**config.mk**
```make
export PLATFORM = sky130hd
export DESIGN_NAME = control_traseu
export DESIGN_NICKNAME = d
export VERILOG_FILES = /design/src/rtl/control_traseu.sv
export SDC_FILE = /design/constraint.sdc
export NUM_CORES = 1
export LEC_CHECK = 0
export ABC_AREA = 1
export ABC_CLOCK_PERIOD_IN_PS = 4000
export CORE_ASPECT_RATIO = 0.7
export CORE_MARGIN = 1
export CORE_UTILIZATION = 30
export DETAILED_ROUTE_END_ITERATION = 7
export PLACE_DENSITY = 0.43
export REMOVE_ABC_BUFFERS = 1
export SETUP_SLACK_MARGIN = 0.3
export SYNTH_ARGS = -nofsm -noshare
export SYNTH_HDL_FRONTEND = slang
export SYNTH_SLANG_ARGS = --single-unit
```
**constraint.sdc**
```tcl
create_clock -name clock -period 4 [get_ports clock]
set_input_delay 1 -clock clock [delete_from_list [all_inputs] [get_ports clock]]
set_output_delay 1 -clock clock [all_outputs]
set_load 0.005 [all_outputs]
```
**src/rtl/control_traseu.sv**
```systemverilog
// Line-follower decision stage: sensor conditioning, steering FSM, motor PWM and run chronometer.
// Optional build macro BLINK_SEMNAL_EN makes active turn indicators blink every TICK_DIV/2 cycles.
module control_traseu #(
    parameter int unsigned TICK_DIV   = 50000000,
    parameter int unsigned DEB_CYCLES = 4,
    parameter int unsigned LOST_LIMIT = 25000000,
    parameter int unsigned PWM_PERIOD = 256,
    parameter int unsigned DUTY_FULL  = 200,
    parameter int unsigned DUTY_TURN  = 100
) (
    input  logic       clock,
    input  logic       reset,
    input  logic       start,
    input  logic       senzor_stanga,
    input  logic       senzor_centru,
    input  logic       senzor_dreapta,
    output logic       motor_stanga,
    output logic       motor_dreapta,
    output logic       semnal_stanga,
    output logic       semnal_dreapta,
    output logic       stop,
    output logic [3:0] cifra_zeci,
    output logic [3:0] cifra_unitati
);

    localparam int unsigned TW = (TICK_DIV > 1) ? $clog2(TICK_DIV) : 1;
    localparam int unsigned LW = (LOST_LIMIT > 1) ? $clog2(LOST_LIMIT) : 1;
    localparam int unsigned DW = $clog2(DEB_CYCLES + 1);
    localparam int unsigned PW = $clog2(PWM_PERIOD + 1);

    localparam logic DIR_STANGA  = 1'b0;
    localparam logic DIR_DREAPTA = 1'b1;

    localparam logic [PW-1:0] DUTY_FULL_C = PW'(DUTY_FULL);
    localparam logic [PW-1:0] DUTY_TURN_C = PW'(DUTY_TURN);

    typedef enum logic [2:0] {
        OPRIT   = 3'd0,
        INAINTE = 3'd1,
        STANGA  = 3'd2,
        DREAPTA = 3'd3,
        CAUTARE = 3'd4
    } state_t;

    // Saturating two-digit BCD increment; 99 holds.
    function automatic logic [7:0] bcd_inc(input logic [3:0] zeci, input logic [3:0] unit);
        logic [7:0] res;
        if ((zeci >= 4'd9) && (unit >= 4'd9)) begin
            res = {4'd9, 4'd9};
        end else if (unit >= 4'd9) begin
            res = {zeci + 4'd1, 4'd0};
        end else begin
            res = {zeci, unit + 4'd1};
        end
        return res;
    endfunction

    logic [2:0]    sens_meta_q, sens_sync_q;
    logic          start_meta_q, start_sync_q, start_prev_q;
    logic [2:0]    cand_q, cand_d, filt_q, filt_d;
    logic [DW-1:0] deb_cnt_q, deb_cnt_d;
    state_t        state_q, state_d;
    logic          last_dir_q, last_dir_d;
    logic [LW-1:0] lost_q, lost_d;
    logic [TW-1:0] presc_q, presc_d;
    logic [3:0]    zeci_q, zeci_d, unit_q, unit_d;
    logic [PW-1:0] pwm_q, pwm_d;
    logic [PW-1:0] duty_l_s, duty_r_s;
    logic          start_ok_s;
    logic          turn_l_s, turn_r_s;
    logic          blink_on_s;

    assign start_ok_s = start_sync_q & ~start_prev_q & (filt_q != 3'b111);

    // Debounce: a new synchronized vector must repeat DEB_CYCLES times before it is accepted.
    always_comb begin
        cand_d    = cand_q;
        deb_cnt_d = deb_cnt_q;
        filt_d    = filt_q;
        if (sens_sync_q == filt_q) begin
            cand_d    = filt_q;
            deb_cnt_d = '0;
        end else if ((sens_sync_q == cand_q) && (deb_cnt_q != '0)) begin
            if (deb_cnt_q >= DW'(DEB_CYCLES - 1)) begin
                filt_d    = sens_sync_q;
                deb_cnt_d = '0;
            end else begin
                deb_cnt_d = deb_cnt_q + DW'(1);
            end
        end else begin
            cand_d = sens_sync_q;
            if (DEB_CYCLES <= 1) begin
                filt_d    = sens_sync_q;
                deb_cnt_d = '0;
            end else begin
                deb_cnt_d = DW'(1);
            end
        end
    end

    // Steering FSM next state, last turn direction and lost-line counter.
    always_comb begin
        state_d    = state_q;
        last_dir_d = last_dir_q;
        lost_d     = '0;
        case (state_q)
            OPRIT: begin
                if (start_ok_s) begin
                    state_d = INAINTE;
                end else begin
                    state_d = OPRIT;
                end
            end
            INAINTE, STANGA, DREAPTA, CAUTARE: begin
                case (filt_q)
                    3'b111: state_d = OPRIT;
                    3'b010: state_d = INAINTE;
                    3'b100, 3'b110: begin
                        state_d    = STANGA;
                        last_dir_d = DIR_STANGA;
                    end
                    3'b001, 3'b011: begin
                        state_d    = DREAPTA;
                        last_dir_d = DIR_DREAPTA;
                    end
                    3'b000: begin
                        if (state_q != CAUTARE) begin
                            state_d = CAUTARE;
                        end else if (lost_q >= LW'(LOST_LIMIT - 1)) begin
                            state_d = OPRIT;
                        end else begin
                            state_d = CAUTARE;
                            lost_d  = lost_q + LW'(1);
                        end
                    end
                    default: state_d = state_q;
                endcase
            end
            default: state_d = OPRIT;
        endcase
    end

    // Chronometer: prescaler runs only outside OPRIT; a fresh start clears it.
    always_comb begin
        presc_d = presc_q;
        zeci_d  = zeci_q;
        unit_d  = unit_q;
        if (state_q == OPRIT) begin
            if (start_ok_s) begin
                presc_d = '0;
                zeci_d  = 4'd0;
                unit_d  = 4'd0;
            end else begin
                presc_d = presc_q;
            end
        end else if (presc_q >= TW'(TICK_DIV - 1)) begin
            presc_d          = '0;
            {zeci_d, unit_d} = bcd_inc(zeci_q, unit_q);
        end else begin
            presc_d = presc_q + TW'(1);
        end
    end

    // Free-running PWM counter.
    always_comb begin
        if (pwm_q >= PW'(PWM_PERIOD - 1)) begin
            pwm_d = '0;
        end else begin
            pwm_d = pwm_q + PW'(1);
        end
    end

    // Register bank for everything above.
    always_ff @(posedge clock or posedge reset) begin
        if (reset) begin
            sens_meta_q  <= 3'b000;
            sens_sync_q  <= 3'b000;
            start_meta_q <= 1'b0;
            start_sync_q <= 1'b0;
            start_prev_q <= 1'b0;
            cand_q       <= 3'b000;
            filt_q       <= 3'b000;
            deb_cnt_q    <= '0;
            state_q      <= OPRIT;
            last_dir_q   <= DIR_STANGA;
            lost_q       <= '0;
            presc_q      <= '0;
            zeci_q       <= 4'd0;
            unit_q       <= 4'd0;
            pwm_q        <= '0;
        end else begin
            sens_meta_q  <= {senzor_stanga, senzor_centru, senzor_dreapta};
            sens_sync_q  <= sens_meta_q;
            start_meta_q <= start;
            start_sync_q <= start_meta_q;
            start_prev_q <= start_sync_q;
            cand_q       <= cand_d;
            filt_q       <= filt_d;
            deb_cnt_q    <= deb_cnt_d;
            state_q      <= state_d;
            last_dir_q   <= last_dir_d;
            lost_q       <= lost_d;
            presc_q      <= presc_d;
            zeci_q       <= zeci_d;
            unit_q       <= unit_d;
            pwm_q        <= pwm_d;
        end
    end

`ifdef BLINK_SEMNAL_EN
    localparam int unsigned HALF = ((TICK_DIV / 2) > 0) ? (TICK_DIV / 2) : 1;
    localparam int unsigned HW   = (HALF > 1) ? $clog2(HALF) : 1;

    logic [HW-1:0] blink_cnt_q, blink_cnt_d;
    logic          phase_q, phase_d;
    logic          turning_q_s, turning_d_s;

    assign turning_q_s = (state_q == STANGA) || (state_q == DREAPTA) || (state_q == CAUTARE);
    assign turning_d_s = (state_d == STANGA) || (state_d == DREAPTA) || (state_d == CAUTARE);

    // Blink phase restarts lit whenever a turning state is newly entered.
    always_comb begin
        blink_cnt_d = blink_cnt_q;
        phase_d     = phase_q;
        if (turning_d_s && (state_d != state_q)) begin
            blink_cnt_d = '0;
            phase_d     = 1'b1;
        end else if (turning_q_s) begin
            if (blink_cnt_q >= HW'(HALF - 1)) begin
                blink_cnt_d = '0;
                phase_d     = ~phase_q;
            end else begin
                blink_cnt_d = blink_cnt_q + HW'(1);
            end
        end else begin
            blink_cnt_d = '0;
            phase_d     = 1'b1;
        end
    end

    // Blink phase registers.
    always_ff @(posedge clock or posedge reset) begin
        if (reset) begin
            blink_cnt_q <= '0;
            phase_q     <= 1'b1;
        end else begin
            blink_cnt_q <= blink_cnt_d;
            phase_q     <= phase_d;
        end
    end

    assign blink_on_s = phase_q;
`else
    assign blink_on_s = 1'b1;
`endif

    // Output decode straight from the state register, so reset clears them at once.
    always_comb begin
        duty_l_s = '0;
        duty_r_s = '0;
        turn_l_s = 1'b0;
        turn_r_s = 1'b0;
        stop     = 1'b0;
        case (state_q)
            INAINTE: begin
                duty_l_s = DUTY_FULL_C;
                duty_r_s = DUTY_FULL_C;
            end
            STANGA: begin
                duty_l_s = DUTY_TURN_C;
                duty_r_s = DUTY_FULL_C;
                turn_l_s = 1'b1;
            end
            DREAPTA: begin
                duty_l_s = DUTY_FULL_C;
                duty_r_s = DUTY_TURN_C;
                turn_r_s = 1'b1;
            end
            CAUTARE: begin
                if (last_dir_q == DIR_STANGA) begin
                    duty_r_s = DUTY_TURN_C;
                    turn_l_s = 1'b1;
                end else begin
                    duty_l_s = DUTY_TURN_C;
                    turn_r_s = 1'b1;
                end
            end
            default: stop = 1'b1;
        endcase
    end

    assign motor_stanga   = (pwm_q < duty_l_s);
    assign motor_dreapta  = (pwm_q < duty_r_s);
    assign semnal_stanga  = turn_l_s & blink_on_s;
    assign semnal_dreapta = turn_r_s & blink_on_s;
    assign cifra_zeci     = zeci_q;
    assign cifra_unitati  = unit_q;

endmodule

```
# ---- Yosys cells after proc, flatten, opt, wreduce, memory -nomap -nowiden
# Index checks and enable logic that the tools add are counted.
dict set report classes {
  n_reduce_logical 17
  bitwise_logic 4
  n_eq_ne 17
  muxes 35
  magnitude_cmp 8
  add_sub_neg 6
}
# op n
set op_table {}
lappend op_table {{$mux 25} 4}
lappend op_table {{$mux 26} 3}
lappend op_table {{$pmux 8 s3} 2}
lappend op_table {{$add 26x1->26 const B} 1}
lappend op_table {{$ge 26x26->1 const B} 1}
lappend op_table {{$add 25x1->25 const B} 1}
lappend op_table {{$ge 25x25->1 const B} 1}
lappend op_table {{$mux 3} 7}
lappend op_table {{$mux 4} 5}
lappend op_table {{$lt 9x9->1} 2}
lappend op_table {{$mux 8} 2}
lappend op_table {{$pmux 3 s5} 1}
lappend op_table {{$mux 7} 2}
lappend op_table {{$eq 3x2->1 const B} 4}
lappend op_table {{$eq 3x3->1 const B} 4}
lappend op_table {{$add 9x1->9 const B} 1}
lappend op_table {{$ge 9x8->1 const B} 1}
lappend op_table {{$mux 9} 1}
lappend op_table {{$add 4x1->4 const B} 2}
lappend op_table {{$ge 4x4->1 const B} 2}
lappend op_table {{$reduce_or 2->1} 4}
lappend op_table {{$eq 3x1->1 const B} 2}
lappend op_table {{$eq 3x3->1} 2}
lappend op_table {{$logic_not 3->1} 2}
lappend op_table {{other kinds (16)} 30}
dict set report totals {
  out_inout_bits 13
  ff_bits 90
  input_bits 6
}

# ---- Depth between registers and ports, before layout
# Gate-level depths: netlist of run 1.
dict set report depth {
  depth_word 5
  ltp_mapped 11
  mapped_depth_nobuf 11
}

# ---- Least setup slack after synthesis of run 1
# OpenSTA, ideal clock, no wires.
dict set report synth_path {
  path_kind {register to output}
  from {register state_q[1]}
  to {output motor_dreapta}
  path_stages_with_launch 11
  path_buffers 0
  t_arrival_ns 1.498
  slack_ns 1.502
  path_cell_list {dfrtp_1 > nor2_2 > nand2_1 > inv_1 > nand2_1 > nand2_1 > inv_1 > ha_1 > a21oi_1 > o211ai_1 > a21oi_1}
}
dict set report synth_between {
  elab_chain_cells 4
}
# element line_no
set synth_lines {}
lappend synth_lines {{start, declared} 62} ;# state_t state_q, state_d;
lappend synth_lines {{start signal, assigned} 200} ;# state_q <= state_d;
lappend synth_lines {{$eq 3x2->1 / $eq 3x1->1 (equally long branches)} 264} ;# case (state_q)
lappend synth_lines {{$reduce_or 2->1 (no line)} -}
lappend synth_lines {{$pmux 8 s3 *} 264}
lappend synth_lines {{$lt 9x9->1 *} 293} ;# assign motor_dreapta = (pwm_q < duty_r_s);
lappend synth_lines {{end, declared} 18} ;# output logic motor_dreapta,
# Mark *: on every way between the ends. The rest lies on a longest branch, timed or not.

# ---- Worst setup path after layout of run 1
dict set report layout_path {
  from {register state_q[0]}
  to {output motor_dreapta}
}
# The elaborated chain is that of the path after synthesis.

==> reports/results.tsv, run 1 <==
stage	metric	value	unit
pwr	Power, Total	2.90	mW
synth	Netlist cell types	41	
layout	Core Util, Final	35.4	%
clock_network	TritonCTS Buffers	9	
worst_setup_path	cell family with most CP delay	buffers and inverters	
layout	area grow syn2layout	14.5	%
detailed_routing	# DRC	0	
clock_network	H-tree Lvls	3	
synth	synthesized area	5340	um^2
detailed_routing	Detailed Routing Iterations Pass 1	7	
die	Core Rows	40	
clock_network	CTS tree	built	
worst_setup_path	Data arrival, critical path	2.46	ns
layout	Design Area, Final	6110	um^2
run	MaxCap Viol Count	0	
layout	most common cell after layout, fill and taps aside	nand2_1	
min_path	worst hold path type	flop to flop	
worst_setup_path	Slowest-stage cell, CP	clkdlybuf4s50_1	
clock_network	CTS root buf	clkbuf_16	
placement	hpwl dp	9350	um
sta	Worst slew margin	52.2	%
pwr	leakage power	2.71	nW
layout	final net count	771	
clock_network	later-pin clock latency in the skew report	0.34	ns
clock_network	Sink Count	90	
worst_setup_path	critical-path cell list	nor2_4 > nand2_2 > inv_2 > nand2_1 > nand2_1 > inv_1 > ha_1 > a21oi_1 > o211ai_1 > a21oi_1 > clkdlybuf4s50_1	
sta	min cycle time layout	3.46	ns
detailed_routing	DRT iter0 DRCs	325	
layout	Fillers	1849	
die	width of the die	161	um
global_routing	GRT Total Usage	15.0	%
detailed_routing	Vias per Instance	4.57	
die	# IOs	19	
layout	# diodes	0	
detailed_routing	Vias	4475	
global_routing	vias in the first global route	4192	
worst_setup_path	Required @ worst endpoint	3.00	ns
pwr	VDD IR max	0.323	mV
sta	Setup-failing EPs final	0	
worst_setup_path	Worst setup EP type	primary output	
sta	Final Skew	0.00969	ns
die	die height	114	um
clock_network	Reg clk slew, reported paths	0.07	ns
die	initial core utilization	30.9	%
layout	share of layout cells above drive strength 1	6.41	%
die	core area	17300	um^2
synth	synth warn	0	
global_routing	grt total ovfl	0	
synth	sequential element share of the synthesized area	42.2	%
synth	#FFs+latches synth	90	
sta	Fin Hold WS	0.350	ns
detailed_routing	average wire per standard cell	12.8	um
sta	max frequency	289	MHz
worst_setup_path	critical path class	flop to primary output	
sta	Setup Total Neg Slack	0	ns
synth	average size of a mapped cell	7.41	um^2
run_status	outcome	complete, no violations	
global_routing	maximum number of pins on one net before global-route repair	39	
sta	Final Cycle Share	86.5	%
clock_network	CTS max path bufs	2	
sta	RSZ-0062 raised after global routing	false	
placement	Port-buffer cells	18	
worst_setup_path	crit path launch type	flop	
global_routing	first-pass GRT wire length	21500	um
sta	Final Hold Viols	0	
layout	area occupied by multi-input gates	2680	um^2
detailed_routing	Post-Route WL	12500	um
pwr	pwr/cell area	474	nW/um^2
layout	most frequent cells in the layout	nand2_1, nor2_1, dfrtp_1	
sta	Slew Viols, Final	0	
global_routing	initial antenna violation count	0	
die	total die area	18300	um^2
placement	GPL Wtd Cong	0.847	
synth	Synth Instances	721	
worst_setup_path	crit-path max FO	5	
worst_setup_path	Critical Path Max Stage Delay	0.52	ns
detailed_routing	Routed Antenna Nets	0	
placement	dpl cell area	5780	um^2
sta	Slew @ Worst Pin	0.716	ns
layout	register area	2250	um^2
worst_setup_path	crit path buf inv count	3	
-- state kept, by name, summed over array words and instances (netlist names) --
name	cells
deb_cnt_q	3
start_meta_q	1
start_sync_q	1
cifra_zeci	4
last_dir_q	1
filt_q	3
start_prev_q	1
cand_q	3
sens_meta_q	3
sens_sync_q	3
pwm_q	9
state_q	3
lost_q	25
presc_q	26
cifra_unitati	4
-- metrics by stage --
| stage | cells | worst slack [ns] |
|---|---|---|
| 6_report | 980 | 0.541 |
| 4_1_cts | 980 | 0.432 |
| 3_3_place_gp | 964 | 0.901 |
| 3_5_place_dp | 964 | 0.826 |
| 5_1_grt | 980 | 0.316 |
| 2_1_floorplan | 713 | 0.665 |
-- worst register-to-register path: stages, from the launching register on --
cell     delay (ns)
dfrtp_1        0.40
ha_1           0.21
nand2_1        0.11
nor2_1         0.11
nand3_1        0.08
nor2_1         0.05
nand2_1        0.10
nand4_2        0.57
nor2_1         0.30
-- cells by family after synthesis --
family                     share of synthesized area [%]
AOI/OAI and AO/OA                                   5.15
xor gates and xnor gates                            5.08
adders and majority gates                           4.92
buffers and inverters                               7.71
and+or+nand+nor                                     35.0
DFF                                                 42.2
-- power breakdown --
part | internal (mW) | switching, mW
Clock | 0.566 | 0.369
Sequential | 0.979 | 0.0803
Combinational | 0.318 | 0.584
-- routing by layer --
layer	global-route usage, %	vias up	wire length [um]
met4	3.96	0	120
met5	0	-	0
li1	-	2338	-
met1	24.0	2071	7360
met2	19.7	57	4670
met3	3.02	9	378
-- worst paths after layout --
path | start | endpoint | slack [ns] | depth (start not counted)
worst max-delay path | state_q[0] | motor_dreapta | 0.54 | 11
worst min-delay path | sens_meta_q[1] | sens_sync_q[1] | 0.35 | 0
worst max register to register | lost_q[0] | lost_q[7] | 1.99 | 8
worst min register to register | sens_meta_q[1] | sens_sync_q[1] | 0.35 | 0
max in group asynchronous | reset | lost_q[21] | 2.22 | 3
min in group asynchronous | reset | presc_q[21] | 1.09 | 2
-- what timing repair did --
item,in CTS,in global routing
gates resized for setup,0,4
buffers inserted,0,0
setup endpoints to repair,0,2
hold buffers,0,0
-- synth_stat cells, drive strengths merged --
cell type / count / share of area (%)
nor2: 125 / 9.3
ha: 21 / 4.9
or2: 3 / 0.35
nand3b: 5 / 0.70
a211oi: 1 / 0.14
a21o: 1 / 0.14
nor3: 18 / 1.9
a31oi: 1 / 0.12
nor4: 1 / 0.12
o221ai: 1 / 0.16
inv: 91 / 6.4
a22oi: 1 / 0.14
nand4: 13 / 1.6
o32ai: 1 / 0.16
a21oi: 9 / 0.91
nor3b: 4 / 0.56
buf: 5 / 0.94
o21ai: 29 / 2.7
nand2: 203 / 15
nand3: 58 / 5.9
o22ai: 2 / 0.23
clkinv: 1 / 0.16
clkbuf: 3 / 0.21
dfrtp: 90 / 42
xor2: 23 / 3.8
xnor2: 8 / 1.3
o211ai: 3 / 0.42
-- cell type report --
cell class | instances | share of cell area (%)
clock inverters | 6 | 1.47
repair buffers | 20 | 3.40
flip-flops and latches | 90 | 36.9
clock buffers | 10 | 3.91
multi-input cells | 531 | 43.9
well taps | 231 | 4.73
inverters | 92 | 5.75
(Power assumes the default switching activity.)
==> run 2, diff against run 1 <==
CORE_ASPECT_RATIO = 0.5   (was 0.7)
==> reports/results.tsv, run 2 (same netlist as run 1, synthesis figures left out) <==
stage	metric	value	unit	change
run_status	outcome	complete, no violations		
global_routing	initial antenna violation count	0		unchanged
layout	Top reg by flops	presc_q		
run	MaxCap Viol Count	0		unchanged
worst_setup_path	Data arrival, critical path	2.45	ns	about the same
detailed_routing	Vias per Instance	4.45		-2.5%
global_routing	first-pass GRT wire length	21100	um	-2.0%
worst_setup_path	worst reg2reg path endpoint	lost_q[17]		
worst_setup_path	critical path class	flop to primary output		
sta	RSZ-0062 raised after global routing	false		
pwr	Power, Total	2.79	mW	-3.7%
sta	Slew Viols, Final	0		unchanged
pwr	VDD IR max	0.244	mV	-25%
clock_network	CTS max path bufs	2		unchanged
min_path	HP Start	sens_meta_q[0]		
clock_network	CTS tree	built		
placement	GPL Wtd Cong	0.821		-3.2%
layout	most common cell after layout, fill and taps aside	nand2_1		
layout	most frequent cells in the layout	nand2_1, nor2_1, dfrtp_1		
detailed_routing	Post-Route WL	11900	um	-4.9%
pwr	leakage power	2.70	nW	about the same
layout	share of layout cells above drive strength 1	6.40	%	-0.0085 points
clock_network	post-cts sizing count	0		unchanged
sta	Setup-failing EPs final	0		unchanged
sta	Final Cycle Share	86.2	%	-0.27 points
die	total die area	18400	um^2	+0.13%
clock_network	CTS root buf	clkbuf_16		
die	die height	96.3	um	-15%
pwr	pwr/cell area	459	nW/um^2	-3.1%
die	initial core utilization	30.7	%	-0.24 points
clock_network	# hold bufs at CTS	0		unchanged
global_routing	GRT Total Usage	14.6	%	-0.33 points
sta	Final Skew	0.0117	ns	+0.00205 ns
layout	area occupied by multi-input gates	2680	um^2	-0.19%
pwr	P_int	1.73	mW	-7.2%
layout	register area	2250	um^2	about the same
layout	# diodes	0		unchanged
worst_setup_path	crit path launch type	flop		
pwr	Net Sw Power	1.06	mW	+2.7%
clock_network	Reg clk slew, reported paths	0.08	ns	about the same
layout	Fillers	1867		+0.97%
layout	max FFs per register	26		unchanged
global_routing	maximum number of pins on one net before global-route repair	49		+26%
clock_network	TritonCTS Buffers	9		unchanged
min_path	worst hold path type	flop to flop		
die	# IOs	19		unchanged
detailed_routing	Routed Antenna Nets	0		unchanged
clock_network	H-tree Lvls	3		unchanged
pwr	Flop pwr share	37.7	%	+1.1 points
worst_setup_path	R2R Path Start	lost_q[1]		
sta	max frequency	290	MHz	+0.32%
detailed_routing	DRT iter0 DRCs	147		-55%
detailed_routing	# DRC	0		unchanged
layout	final net count	772		+0.13%
sta	Worst slew margin	51.4	%	-0.80 points
pwr	combinational power share	31.4	%	+0.2 points
worst_setup_path	cells on worst reg2reg path	8		unchanged
layout	biggest regs	presc_q: 26 flops, lost_q: 25 flops, pwm_q: 9 flops		
sta	Final Hold Viols	0		unchanged
min_path	Hold Path Depth	0		unchanged
pwr	clock network power share	30.9	%	-1.4 points
detailed_routing	Vias	4381		-2.1%
die	width of the die	191	um	+18%
die	core area	17400	um^2	+0.77%
worst_setup_path	crit-path max FO	5		unchanged
placement	hpwl dp	8950	um	-4.3%
sta	Setup Total Neg Slack	0	ns	unchanged
sta	min cycle time layout	3.45	ns	-0.0109 ns
global_routing	vias in the first global route	4430		+5.7%
min_path	Hold Path End	sens_sync_q[0]		
die	Core Rows	34		-15%
pwr	sw frac	38.1	%	+2.4 points
worst_setup_path	Worst setup EP type	primary output		
layout	area grow syn2layout	13.8	%	
clock_network	Sink Count	90		unchanged
global_routing	grt total ovfl	0		unchanged
clock_network	number of buffers inserted by post-CTS setup repair	0		unchanged
sta	Slew @ Worst Pin	0.728	ns	+0.0111 ns
detailed_routing	Detailed Routing Iterations Pass 1	4		-3
clock_network	later-pin clock latency in the skew report	0.36	ns	+0.02 ns
placement	Port-buffer cells	18		unchanged
worst_setup_path	Required @ worst endpoint	3.00	ns	about the same
detailed_routing	average wire per standard cell	12.1	um	-5.3%
worst_setup_path	reg2reg setup slack	2.00	ns	about the same
-- run 2: metal layers --
metal	vias to the layer above	share of wire (%)	GRT usage, %
li1	2336	-	-
met3	17	2.2	3.50
met5	-	0	0
met2	28	45	24.9
met4	0	1.3	3.73
met1	2000	52	18.8
-- run 2: cell type report --
type	instances	share of cell area [%]
Timing Repair Buffer	21	3.38
Tap cell	234	4.82
Multi-Input combinational cell	531	44.1
Sequential cell	90	37.1
Clock buffer	9	3.71
Clock inverter	7	1.13
Inverter	92	5.81
-- run 2: power groups by stage --
stage                     clock (mW)  sequential, mW  combinational [mW]
after global placement             0            1.07               0.898
after global routing           0.931            1.07                1.03
after floorplan                    0            1.05               0.591
after CTS                      0.896            1.05               0.905
final                          0.861            1.05               0.876
after detailed placement           0            1.07               0.899
-- run 2: worst max-delay path: stages (launching register included) --
cell             delay [ns]
dfrtp_1                0.42
nor2_2                 0.16
nand2_2                0.08
inv_2                  0.08
nand2_1                0.08
nand2_1                0.06
inv_1                  0.04
ha_1                   0.28
a21oi_1                0.15
o211ai_1               0.10
a21oi_1                0.13
clkdlybuf4s50_1        0.51
-- run 2: through the flow --
stage,setup WS (ns),utilization [%],instance area (um^2),instances,hold WS [ns]
floorplan,0.665,-,5280,713,0.331
global placement,0.892,33.2,5780,968,0.335
detailed placement,0.829,33.2,5780,968,0.336
CTS,0.439,34.9,6070,984,0.354
global route,0.307,34.9,6080,984,0.368
finish,0.551,34.9,6080,984,0.350
-- run 2: worst max path at each step --
stage / to / start / slack, ns / cells after the start
2_1_floorplan: cand_q[0] / reset / 0.66 / 1
3_5_place_dp: motor_stanga / state_q[1] / 0.83 / 11
4_1_cts: motor_stanga / state_q[1] / 0.44 / 11
5_1_grt: motor_dreapta / state_q[0] / 0.31 / 11
3_3_place_gp: motor_stanga / state_q[1] / 0.89 / 11
6_report: motor_dreapta / state_q[0] / 0.55 / 11
==> run 3, diff against run 2 <==
CAP_MARGIN = 20   (was unset)
GPL_ROUTABILITY_DRIVEN = 0   (was unset)
PLACE_DENSITY = unset   (was 0.43)
PLACE_DENSITY_LB_ADDON = 0.1   (was unset)
==> reports/results.tsv, run 3 (same netlist as run 1, synthesis figures left out) <==
stage	metric	value	unit	change
layout	# diodes	0		unchanged
sta	RSZ-0062 raised after global routing	false		
sta	Final Skew	0.0104	ns	-0.00137 ns
global_routing	grt total ovfl	0		unchanged
layout	max FFs per register	26		unchanged
worst_setup_path	reg2reg setup slack	2.00	ns	about the same
worst_setup_path	critical path class	flop to primary output		
detailed_routing	Post-Route WL	11900	um	-0.12%
min_path	worst hold path type	flop to flop		
pwr	leakage power	2.70	nW	about the same
layout	share of layout cells above drive strength 1	5.88	%	-0.52 points
clock_network	TritonCTS Buffers	9		unchanged
detailed_routing	# DRC	0		unchanged
run_status	outcome	complete, no violations		
detailed_routing	Routed Antenna Nets	0		unchanged
detailed_routing	Detailed Routing Iterations Pass 1	4		unchanged
clock_network	H-tree Lvls	3		unchanged
die	Core Rows	34		unchanged
worst_setup_path	Worst setup EP type	primary output		
layout	most frequent cells in the layout	nand2_1, nor2_1, dfrtp_1		
sta	Slew @ Worst Pin	0.669	ns	-0.0590 ns
pwr	pwr/cell area	464	nW/um^2	+0.99%
die	width of the die	191	um	unchanged
clock_network	CTS max path bufs	2		unchanged
clock_network	number of buffers inserted by post-CTS setup repair	0		unchanged
worst_setup_path	CP dominant cell by count	nand2_1		
global_routing	GRT Total Usage	14.4	%	-0.27 points
placement	post-placement cell count	966		-0.21%
sta	Final Hold Viols	0		unchanged
sta	max frequency	284	MHz	-2.1%
placement	Port-buffer cells	18		unchanged
layout	final net count	770		-0.26%
sta	Setup Total Neg Slack	0	ns	unchanged
worst_setup_path	critical-path cell list	nor2_2 > nand2_1 > inv_1 > nand2_1 > nand2_1 > inv_1 > ha_1 > a21oi_1 > o211ai_1 > a21oi_1 > clkdlybuf4s50_1		
layout	most common cell after layout, fill and taps aside	nand2_1		
placement	hpwl dp	8590	um	-4.0%
worst_setup_path	crit path launch type	flop		
sta	Fin Hold WS	0.352	ns	+0.00164 ns
clock_network	Reg clk slew, reported paths	0.07	ns	about the same
sta	Final Cycle Share	88.0	%	+1.8 points
worst_setup_path	Critical Path Max Stage Delay	0.51	ns	about the same
pwr	VDD IR max	0.199	mV	-18%
detailed_routing	average wire per standard cell	12.1	um	about the same
clock_network	Sink Count	90		unchanged
layout	biggest regs	presc_q: 26 flops, lost_q: 25 flops, pwm_q: 9 flops		
clock_network	CTS tree	built		
die	core area	17400	um^2	unchanged
clock_network	CTS root buf	clkbuf_16		
die	# IOs	19		unchanged
detailed_routing	Vias	4401		+0.46%
layout	Top reg by flops	presc_q		
clock_network	# hold bufs at CTS	0		unchanged
die	die height	96.3	um	unchanged
worst_setup_path	crit path buf inv count	3		unchanged
detailed_routing	DRT iter0 DRCs	218		+48%
global_routing	vias in the first global route	4316		-2.6%
detailed_routing	Vias per Instance	4.48		+0.66%
clock_network	post-cts sizing count	0		unchanged
worst_setup_path	crit-path max FO	5		unchanged
die	initial core utilization	30.7	%	unchanged
worst_setup_path	Required @ worst endpoint	3.00	ns	about the same
sta	Setup-failing EPs final	0		unchanged
worst_setup_path	cell family with most CP delay	buffers and inverters		
global_routing	initial antenna violation count	0		unchanged
worst_setup_path	Data arrival, critical path	2.52	ns	+0.07 ns
global_routing	maximum number of pins on one net before global-route repair	91		+86%
layout	Core Util, Final	35.0	%	+0.057 points
sta	Worst slew margin	55.3	%	+3.9 points
sta	Slew Viols, Final	0		unchanged
worst_setup_path	Slowest-stage cell, CP	clkdlybuf4s50_1		
die	total die area	18400	um^2	unchanged
clock_network	later-pin clock latency in the skew report	0.35	ns	about the same
layout	area grow syn2layout	14.0	%	
run	MaxCap Viol Count	0		unchanged
global_routing	first-pass GRT wire length	20700	um	-1.9%
sta	min cycle time layout	3.52	ns	+0.0730 ns
layout	fin cells	982		-0.20%
## run 3: final cells by class
class / count / area [um^2]
multi-input cells: 531 / 2680
repair buffers: 19 / 203
clock inverters: 6 / 76.3
well taps: 234 / 293
inverters: 92 / 353
flip-flops and latches: 90 / 2250
clock buffers: 10 / 229
fillers: 1865 / 11300
## run 3: path summary, 6_finish.rpt
kind	to	cells past startpoint	start
min in group asynchronous	presc_q[21]	3	reset
worst min-delay path	sens_sync_q[1]	0	sens_meta_q[1]
worst max-delay path	motor_stanga	11	state_q[1]
max in group asynchronous	lost_q[16]	3	reset
worst min register to register	sens_sync_q[1]	0	sens_meta_q[1]
worst max register to register	pwm_q[4]	9	pwm_q[0]
## run 3: power breakdown
| part | switching [mW] | leakage, nW | total (mW) | internal, mW |
|---|---|---|---|---|
| combinational | 0.567 | 1.35 | 0.880 | 0.314 |
| clock | 0.398 | 0.149 | 0.892 | 0.494 |
| sequential | 0.0718 | 1.20 | 1.05 | 0.978 |
| total | 1.04 | 2.70 | 2.82 | 1.79 |
## run 3: metrics by stage
step	power, mW	worst slack, ns	cell area (um^2)
global placement	1.96	0.899	5770
CTS	2.89	0.436	6080
detailed placement	1.97	0.838	5770
global route	3.05	0.317	6090
finish	2.82	0.478	6090
floorplan	1.64	0.665	5280
## run 3: metal layers
layer | wire length [um] | GRT usage (%) | part of all wire, % | vias up
met1 | 5970 | 18.7 | 50 | 2031
li1 | - | - | - | 2328
met3 | 335 | 3.61 | 2.8 | 7
met4 | 75 | 3.40 | 0.63 | 0
met5 | 0 | 0 | 0 | -
met2 | 5510 | 24.0 | 46 | 35
